File: config.mk
export PLATFORM = sky130hd
export DESIGN_NAME = shot_arbiter
export DESIGN_NICKNAME = d
export VERILOG_FILES = /design/src/rtl/shot_arbiter.sv
export SDC_FILE = /design/constraint.sdc
export NUM_CORES = 1
export LEC_CHECK = 0
export ABC_AREA = 1
export CAP_MARGIN = 20
export CORE_AREA = 3 3 76 78
export DETAILED_ROUTE_END_ITERATION = 8
export DIE_AREA = 0 0 79 81
export PLACE_DENSITY = 0.74
export SLEW_MARGIN = 15
export SYNTH_ARGS = -nofsm -noshare
export SYNTH_HDL_FRONTEND = slang
export SYNTH_SLANG_ARGS = --single-unit
File: constraint.sdc
create_clock -name clk -period 2.7 [get_ports clk]
set_input_delay 0.405 -clock clk [delete_from_list [all_inputs] [get_ports clk]]
set_output_delay 0.405 -clock clk [all_outputs]
set_load 0.02 [all_outputs]
File: src/rtl/shot_arbiter.sv
// Shot sequencer for the two 5x5 boards: round-robin grant between player and PC,
// read-modify-write of the target cell, sunk-boat bookkeeping and win flags.
module shot_arbiter #(
  parameter int ROWS      = 5,
  parameter int COLS      = 5,
  parameter int NUM_BOATS = 3
) (
  input  logic       clk,
  input  logic       rst,
  input  logic       new_game,
  input  logic       player_req,
  input  logic [2:0] player_row,
  input  logic [2:0] player_col,
  input  logic       pc_req,
  input  logic [2:0] pc_row,
  input  logic [2:0] pc_col,
  output logic       player_ack,
  output logic       pc_ack,
  output logic       res_hit,
  output logic       res_sunk,
  output logic       res_repeat,
  output logic       res_invalid,
  output logic       brd_sel,
  output logic [4:0] brd_addr,
  output logic       brd_re,
  input  logic [2:0] brd_rdata,
  output logic       brd_we,
  output logic [2:0] brd_wdata,
  output logic [2:0] pc_boats_left,
  output logic [2:0] player_boats_left,
  output logic       player_win,
  output logic       pc_win
);

  localparam int HW = $clog2(NUM_BOATS + 1);
  localparam logic [2:0]    ROWS_L   = 3'(ROWS);
  localparam logic [2:0]    COLS_L   = 3'(COLS);
  localparam logic [4:0]    COLS_W   = 5'(COLS);
  localparam logic [2:0]    BOATS_L  = 3'(NUM_BOATS);
  localparam logic [HW-1:0] ONE_H    = HW'(1);

  typedef enum logic [2:0] {S_IDLE, S_READ, S_EVAL, S_WRITE, S_DONE} state_t;

  state_t         state_q, state_d;
  logic           sel_q, sel_d;         // 1: player shot at PC board
  logic           rr_last_q, rr_last_d; // 1: PC was granted last
  logic [4:0]     addr_q, addr_d;
  logic [2:0]     wdata_q, wdata_d;
  logic [HW-1:0]  id_q, id_d;
  logic           re_q, re_d, we_q, we_d;
  logic           player_ack_q, player_ack_d, pc_ack_q, pc_ack_d;
  logic           hit_q, hit_d, sunk_q, sunk_d, rep_q, rep_d, inv_q, inv_d;
  logic [2:0]     pc_bl_q, pc_bl_d, player_bl_q, player_bl_d;
  logic [HW-1:0]  hits_q [2][NUM_BOATS+1];
  logic [HW-1:0]  hits_d [2][NUM_BOATS+1];
  logic           grant_pc;
  logic [2:0]     tgt_row, tgt_col;

  always_comb begin
    state_d      = state_q;
    sel_d        = sel_q;
    rr_last_d    = rr_last_q;
    addr_d       = addr_q;
    wdata_d      = wdata_q;
    id_d         = id_q;
    re_d         = 1'b0;
    we_d         = 1'b0;
    player_ack_d = 1'b0;
    pc_ack_d     = 1'b0;
    hit_d        = 1'b0;
    sunk_d       = 1'b0;
    rep_d        = 1'b0;
    inv_d        = 1'b0;
    pc_bl_d      = pc_bl_q;
    player_bl_d  = player_bl_q;
    hits_d       = hits_q;
    grant_pc     = 1'b0;
    tgt_row      = player_row;
    tgt_col      = player_col;

    case (state_q)
      S_IDLE: begin
        if (player_req || pc_req) begin
          // On a tie, grant whoever was not served last.
          grant_pc  = pc_req && (!player_req || !rr_last_q);
          tgt_row   = grant_pc ? pc_row : player_row;
          tgt_col   = grant_pc ? pc_col : player_col;
          sel_d     = !grant_pc;
          rr_last_d = grant_pc;
          addr_d    = 5'(tgt_row) * COLS_W + 5'(tgt_col);
          if (tgt_row >= ROWS_L || tgt_col >= COLS_L || player_win || pc_win) begin
            state_d      = S_DONE;
            inv_d        = 1'b1;
            player_ack_d = !grant_pc;
            pc_ack_d     = grant_pc;
          end else begin
            state_d = S_READ;
            re_d    = 1'b1;
          end
        end
      end
      S_READ: state_d = S_EVAL;
      S_EVAL: begin
        if (brd_rdata[2]) begin
          state_d      = S_DONE;
          rep_d        = 1'b1;
          player_ack_d = sel_q;
          pc_ack_d     = !sel_q;
        end else begin
          state_d = S_WRITE;
          we_d    = 1'b1;
          wdata_d = brd_rdata | 3'b100;
          id_d    = HW'(brd_rdata[1:0]);
        end
      end
      S_WRITE: begin
        state_d      = S_DONE;
        player_ack_d = sel_q;
        pc_ack_d     = !sel_q;
        if (id_q != '0) begin
          hit_d                = 1'b1;
          hits_d[sel_q][id_q]  = hits_q[sel_q][id_q] + ONE_H;
          if (hits_q[sel_q][id_q] + ONE_H == id_q) begin
            sunk_d = 1'b1;
            if (sel_q && pc_bl_q != 3'd0)          pc_bl_d     = pc_bl_q - 3'd1;
            if (!sel_q && player_bl_q != 3'd0)     player_bl_d = player_bl_q - 3'd1;
          end
        end
      end
      S_DONE:  state_d = S_IDLE;
      default: state_d = S_IDLE;
    endcase

    if (new_game) begin
      state_d      = S_IDLE;
      rr_last_d    = 1'b1;
      re_d         = 1'b0;
      we_d         = 1'b0;
      player_ack_d = 1'b0;
      pc_ack_d     = 1'b0;
      hit_d        = 1'b0;
      sunk_d       = 1'b0;
      rep_d        = 1'b0;
      inv_d        = 1'b0;
      pc_bl_d      = BOATS_L;
      player_bl_d  = BOATS_L;
      for (int b = 0; b < 2; b++)
        for (int k = 0; k <= NUM_BOATS; k++)
          hits_d[b][k] = '0;
    end
  end

  always_ff @(posedge clk or negedge rst) begin
    if (!rst) begin
      state_q      <= S_IDLE;
      sel_q        <= 1'b0;
      rr_last_q    <= 1'b1;
      addr_q       <= '0;
      wdata_q      <= '0;
      id_q         <= '0;
      re_q         <= 1'b0;
      we_q         <= 1'b0;
      player_ack_q <= 1'b0;
      pc_ack_q     <= 1'b0;
      hit_q        <= 1'b0;
      sunk_q       <= 1'b0;
      rep_q        <= 1'b0;
      inv_q        <= 1'b0;
      pc_bl_q      <= BOATS_L;
      player_bl_q  <= BOATS_L;
      for (int b = 0; b < 2; b++)
        for (int k = 0; k <= NUM_BOATS; k++)
          hits_q[b][k] <= '0;
    end else begin
      state_q      <= state_d;
      sel_q        <= sel_d;
      rr_last_q    <= rr_last_d;
      addr_q       <= addr_d;
      wdata_q      <= wdata_d;
      id_q         <= id_d;
      re_q         <= re_d;
      we_q         <= we_d;
      player_ack_q <= player_ack_d;
      pc_ack_q     <= pc_ack_d;
      hit_q        <= hit_d;
      sunk_q       <= sunk_d;
      rep_q        <= rep_d;
      inv_q        <= inv_d;
      pc_bl_q      <= pc_bl_d;
      player_bl_q  <= player_bl_d;
      hits_q       <= hits_d;
    end
  end

  // A new_game arriving during WRITE must keep the cell untouched.
  assign brd_we            = we_q & ~new_game;
  assign brd_re            = re_q;
  assign brd_sel           = sel_q;
  assign brd_addr          = addr_q;
  assign brd_wdata         = wdata_q;
  assign player_ack        = player_ack_q;
  assign pc_ack            = pc_ack_q;
  assign res_hit           = hit_q;
  assign res_sunk          = sunk_q;
  assign res_repeat        = rep_q;
  assign res_invalid       = inv_q;
  assign pc_boats_left     = pc_bl_q;
  assign player_boats_left = player_bl_q;
  assign player_win        = (pc_bl_q == 3'd0);
  assign pc_win            = (player_bl_q == 3'd0);

endmodule

==> flow_summary.json, run 1 <==
{
  "grt-ovfl-total": 0,
  "grt_pass1_vias": 2068,
  "track_usage_pct": 18.00,
  "cts_num_sinks": 43,
  "synthTopCellsByCount": "90 x nand2_1, 41 x inv_1, 38 x dfrtp_1",
  "ys_warn_count": 0,
  "fmax_mhz": 394.5,
  "crit_end": "brd_addr[4]",
  "n_antenna_cell": 0,
  "whs_ps": 244.5,
  "synthDominantCellAreaShare_pct": 39.69,
  "crit_top_cell": "nand2_1",
  "hold_path.class": "primary input to asynchronous set/reset pin",
  "grt_antenna_before_repair": 0,
  "setup_slack_ps": 165.3,
  "fp.dieArea_sq_um": 6399,
  "synth-async-reset-ratio_pct": 100.0,
  "cts_tree": "built",
  "finalClockSkew_ps": 6.303,
  "setup_tns_ps": 0,
  "cp_max_fo": 3,
  "rsz0062_at_grt": "false",
  "dpl.cell_count": 419,
  "routedWlPerCell_um": 12.53,
  "post-place-ws_ps": -287.4,
  "period_share_pct": 93.88,
  "drv_slew": 0,
  "fill_cells": 477,
  "clk_pin_slew_ps": 80,
  "drive_gt1_share_pct": 12.61,
  "top_layer_used": "met4",
  "numCtsBuffers": 5,
  "start_kind": "primary input",
  "ff2ff_path_depth": 13,
  "clockBufferDepth": 2,
  "via_per_inst": 4.941,
  "dieHeight_um": 81,
  "slew_headroom_pct": 38.43,
  "synth.distinct_cells": 32,
  "syn_area_sq_um": 2396,
  "drtIter0Drc": 142,
  "syn_to_final_growth_pct": 29.82,
  "synth_area_leader_cell": "dfrtp_1",
  "synth_most_common_cell": "nand2_1",
  "period_minus_slack_ps": 2535,
  "htree_levels": 2,
  "crit_path_max_incr_delay_ps": 480,
  "required_ps": 2880,
  "critical_path_buf_inv_count": 2,
  "ys_seq_area_share_pct": 45.17,
  "dpl.hpwl_um": 3940,
  "via_count": 2110,
  "clock-root-buffer": "clkbuf_8",
  "routed-wl-met2_um": 2586,
  "synth_area_leaders": "dfrtp_1 40%, nand2_1 14%, inv_1 6.4%",
  "maxCapViolations": 0,
  "grt_max_degree": 44,
  "ys_ff_latch": 43,
  "pin_count": 45,
  "antenna_left": 0,
  "ff2ff_setup_slack_ps": 210,
  "nNetsFinal": 388,
  "rr_endpoint": "brd_addr[4]",
  "cp_data_arrival_time_ps": 2710,
  "cp_top_family": "adder cells",
  "first_pass_iters": 4,
  "cp_cell_sequence": "clkdlybuf4s50_1 -> nand2_1 -> buf_4 -> nand2_1 -> nand2_1 -> ha_4 -> ha_4 -> ha_1 -> a21o_1 -> a21oi_2 -> xor2_1 -> xnor2_1 -> o21ai_0",
  "final_cell_count_no_fill": 427,
  "end_kind": "register",
  "wl_um": 5350,
  "synth_edf_count": 0,
  "die-width_um": 79,
  "synthFlopType": "dfrtp_1",
  "cp_slowest_cell": "clkdlybuf4s50_1",
  "placeableCoreArea_sq_um": 5140,
  "avgSynthCellArea_sq_um": 7.987,
  "status": "finished, final reports clean",
  "met1_length_um": 2399,
  "synth_cells": 300,
  "io_buffers": 44,
  "crit_path_start": "pc_req",
  "mappedNetlistNets": 332,
  "p_leak_uw": 0.001550,
  "finalWeightedCongestion": 0.8478,
  "post-route-drc-count": 0,
  "clock_latency_ps": 290,
  "finalHoldViolCount": 0,
  "worst_slew_pin_slew_ps": 923.5,
  "finalSetupViolations": 0,
  "r2r-start": "rr_last_q",
  "dr_wl_met3_um": 322,
  "start_util_pct": 46.62,
  "grt_pass1_wl_um": 9135,
  "p_per_area_nw_per_um2": 1025,
  "ir_drop_mv": 0.6406,
  "crit_cells": 13,
  "crit_type": "primary input to register",
  "rows": 26
}
## through the flow
step	utilization (%)	instance area [sq um]	power [uW]
after floorplan	-	2396	2087
after global placement	57.67	2964	2627
after detailed placement	57.67	2964	2645
after CTS	59.96	3082	3185
after global routing	60.52	3110	3442
final	60.52	3110	3187
## per-layer routing
metal / global-route usage, % / up-vias
met5: 0 / -
met4: 5.155 / 0
met3: 3.659 / 4
met2: 30.30 / 58
met1: 23.60 / 985
li1: - / 1063
## repair_timing
| item | in CTS | in global routing |
|---|---|---|
| endpoints found under the setup margin | 0 | 1 |
| resized for setup | 0 | 3 |
| buffers inserted | 0 | 0 |
| hold buffers | 0 | 0 |
## cells by family after synthesis
group	synth area share [%]
simple gates	29.35
buf+inv	8.772
flops	45.17
compound gates	7.572
fa+ha+maj	6.580
xor+xnor	2.559
## where the power goes
part	switching (uW)	total, uW	internal (uW)
logic	1010	1700	688
clock network	222	521	299
registers	150	964	815
total	1390	3190	1800
## sequential cells by signal, indices dropped and copies added, names as in the netlist
signal	count
rr_last_q	1
pc_boats_left	3
brd_re	1
brd_sel	1
player_ack	1
we_q	1
brd_wdata	3
res_sunk	1
player_boats_left	3
res_hit	1
brd_addr	5
res_invalid	1
pc_ack	1
hits_q	16
state_q	3
res_repeat	1
## layout make-up
| class | instances | area [sq um] | area share (%) |
|---|---|---|---|
| multi-input cells | 205 | 1132 | 36.40 |
| inverters | 46 | 172.7 | 5.551 |
| repair buffers | 55 | 518.0 | 16.65 |
| flip-flops and latches | 43 | 1082 | 34.79 |
| well taps | 70 | 87.58 | 2.816 |
| clock buffers | 6 | 82.58 | 2.655 |
| clock inverters | 2 | 35.03 | 1.126 |
## worst min path at each step
stage | from | to | cells past startpoint
after floorplan | rst | brd_addr[0] | 0
after global placement | brd_wdata[2] | brd_wdata[2] | 2
after detailed placement | brd_wdata[2] | brd_wdata[2] | 2
after CTS | rst | pc_ack | 1
after global routing | rst | pc_ack | 1
final | rst | we_q | 1
## cell usage in the layout, fill, tap and decap left out, drive strengths merged
cell / Yosys / routed
buf: 3 / 12
nor4: 2 / 2
o31ai: 2 / 2
a21oi: 5 / 5
bufinv: 0 / 1
xnor2: 5 / 5
nand4: 7 / 7
o22ai: 12 / 12
clkdlybuf4s50: 0 / 43
clkinv: 1 / 2
inv: 45 / 45
o21a: 1 / 1
dfstp: 5 / 5
o21ai: 4 / 4
a22oi: 1 / 1
a31o: 1 / 1
nor2: 29 / 29
xor2: 2 / 2
clkbuf: 3 / 6
nand3: 20 / 20
nand2: 96 / 96
a21o: 1 / 1
o21bai: 2 / 2
fa: 1 / 1
ha: 11 / 11
nor3: 3 / 3
dfrtp: 38 / 38
Power figures use the tool's default switching activity.
==> run 2, diff against run 1 <==
--- a/config.mk
+++ b/config.mk
@@ -10,7 +10,8 @@
 export CORE_AREA = 3 3 76 78
 export DETAILED_ROUTE_END_ITERATION = 8
 export DIE_AREA = 0 0 79 81
-export PLACE_DENSITY = 0.74
+export GPL_ROUTABILITY_DRIVEN = 1
+export PLACE_DENSITY_LB_ADDON = 0.05
 export SLEW_MARGIN = 15
 export SYNTH_ARGS = -nofsm -noshare
 export SYNTH_HDL_FRONTEND = slang
==> flow_summary.json, run 2 (synthesized netlist as in run 1, its figures left out) <==
{
  "drtIter0Drc": 113,
  "drive_gt1_share_pct": 13.13,
  "pin_count": 45,
  "placeableCoreArea_sq_um": 5140,
  "rsz0062_at_grt": "false",
  "drv_slew": 0,
  "syn_to_final_growth_pct": 29.71,
  "post-place-ws_ps": -269.8,
  "rr_endpoint": "brd_addr[4]",
  "finalWeightedCongestion": 0.8564,
  "p_leak_uw": 0.001553,
  "first_pass_iters": 4,
  "clkPwrFrac_pct": 16.4,
  "start_kind": "primary input",
  "sw_frac_of_total_pct": 43.60,
  "cp_data_arrival_time_ps": 2740,
  "antenna_left": 0,
  "numCtsBuffers": 5,
  "cp_top_family": "adder cells",
  "htree_levels": 2,
  "hold_path.class": "primary input to asynchronous set/reset pin",
  "cp_max_fo": 3,
  "dieHeight_um": 81,
  "dr_wl_met3_um": 218,
  "largest_register_ffs": 16,
  "rows": 26,
  "crit_type": "primary input to register",
  "p_per_area_nw_per_um2": 1025,
  "via_count": 2085,
  "clockBufferDepth": 2,
  "crit_path_start": "player_req",
  "wl_um": 5492,
  "setup_tns_ps": 0,
  "grt_pass1_vias": 2098,
  "nNetsFinal": 389,
  "period_minus_slack_ps": 2562,
  "routedWlPerCell_um": 12.83,
  "io_buffers": 44,
  "crit_path_max_incr_delay_ps": 420,
  "clock-root-buffer": "clkbuf_8",
  "r2r-start": "rr_last_q",
  "start_util_pct": 46.62,
  "cp_cell_sequence": "clkdlybuf4s50_1 -> nand2_1 -> nand2_2 -> buf_4 -> nand2_1 -> nand2_1 -> ha_1 -> ha_4 -> ha_1 -> a21o_1 -> a21oi_2 -> xor2_1 -> xnor2_1 -> o21ai_0",
  "n_antenna_cell": 0,
  "die-width_um": 79,
  "dpl.hpwl_um": 4143,
  "finalClockSkew_ps": 9.722,
  "largest-register": "hits_q",
  "fmax_mhz": 390.3,
  "fill_cells": 492,
  "ir_drop_mv": 0.5550,
  "grt_antenna_before_repair": 0,
  "ff2ff_setup_slack_ps": 210,
  "via_per_inst": 4.871,
  "power_switching_uw": 1389,
  "met1_length_um": 2570,
  "cts_tree": "built",
  "finalHoldViolCount": 0,
  "status": "finished, final reports clean",
  "grt-ovfl-total": 0,
  "p_comb_share_pct": 53.5,
  "clock_latency_ps": 300,
  "maxCapViolations": 0,
  "crit_top_cell": "nand2_1",
  "slew_headroom_pct": 38.88,
  "setup_slack_ps": 137.6,
  "clk_pin_slew_ps": 80,
  "post-route-drc-count": 0,
  "cts_num_sinks": 43,
  "worst_slew_pin_slew_ps": 916.7,
  "grt_pass1_wl_um": 9473,
  "ff2ff_path_depth": 13,
  "routed-wl-met2_um": 2635,
  "layout_commonest_cell": "nand2_1",
  "intPower_uw": 1797,
  "post_cts_buffers": 0,
  "end_kind": "register",
  "final_cell_count_no_fill": 428,
  "grt_max_degree": 43,
  "fp.dieArea_sq_um": 6399,
  "p_seq_share_pct": 30.1,
  "final_cell_mix": "89 x nand2_1, 43 x clkdlybuf4s50_1, 40 x inv_1, 38 x dfrtp_1, 26 x nor2_1",
  "required_ps": 2880,
  "period_share_pct": 94.90,
  "critical_path_buf_inv_count": 2,
  "top_layer_used": "met4",
  "totalPowerFinal_uw": 3187,
  "dpl.cell_count": 420,
  "track_usage_pct": 18.83,
  "finalSetupViolations": 0,
  "cp_slowest_cell": "clkdlybuf4s50_1"
}
## run 2: cell count changes in the layout (fill, tap and decap cells not counted)
cell     delta
inv_2       +1
buf_4       +1
inv_1       -1
ha_1        +1
nand2_1     -1
ha_4        -1
nand2_2     +1
## run 2: worst max-delay path by stage
stage | cells after the start | end | slack (ps)
finish | 14 | brd_addr[4] | 140
global route | 14 | brd_addr[4] | 50
CTS | 14 | brd_addr[4] | 40
detailed placement | 14 | brd_addr[4] | -270
global placement | 14 | brd_addr[4] | -210
floorplan | 13 | brd_addr[4] | 60
## run 2: area by class of cell
| type | instances | area (sq um) | share of cell area [%] |
|---|---|---|---|
| inverter | 46 | 172.7 | 5.556 |
| multi-input combinational | 205 | 1122 | 36.11 |
| sequential | 43 | 1082 | 34.82 |
| timing repair buffer | 56 | 525.5 | 16.91 |
| clock inverter | 2 | 35.03 | 1.127 |
| clock buffer | 6 | 82.58 | 2.657 |
| tap | 70 | 87.58 | 2.818 |
## run 2: stage by stage
step	utilization [%]	hold slack, ps	area, sq um
6_report	60.47	235.4	3108
5_1_grt	60.47	309.8	3108
4_1_cts	60.10	282.1	3089
3_5_place_dp	57.81	459.2	2972
3_3_place_gp	57.81	450.1	2972
2_1_floorplan	-	109.4	2396
## run 2: per-layer routing
metal  up-vias  GRT usage [%]
li1       1064              -
met1       977          24.14
met2        37          32.32
met3         7          4.435
met4         0          4.467
met5         -              0
## run 2: worst reg2reg max path, delay by kind of cell (launching register included)
family | cells | cell delay (ps)
xor gates and xnor gates | 2 | 310
adders and majority gates | 3 | 770
buffers and inverters | 1 | 120
AOI/OAI and AO/OA | 3 | 380
DFF | 1 | 540
and+or+nand+nor | 4 | 260
## run 2: power groups by stage
stage	Clock (uW)	Sequential (uW)	Combinational, uW
floorplan	0	1080	1000
global placement	0	976	1680
detailed placement	0	970	1700
CTS	533	961	1710
global route	560	988	1910
finish	522	958	1710
## run 2: timing repair
action	4_1_cts	5_1_grt
setup endpoints to repair	0	1
gates resized for setup	0	4
hold buffers	0	0
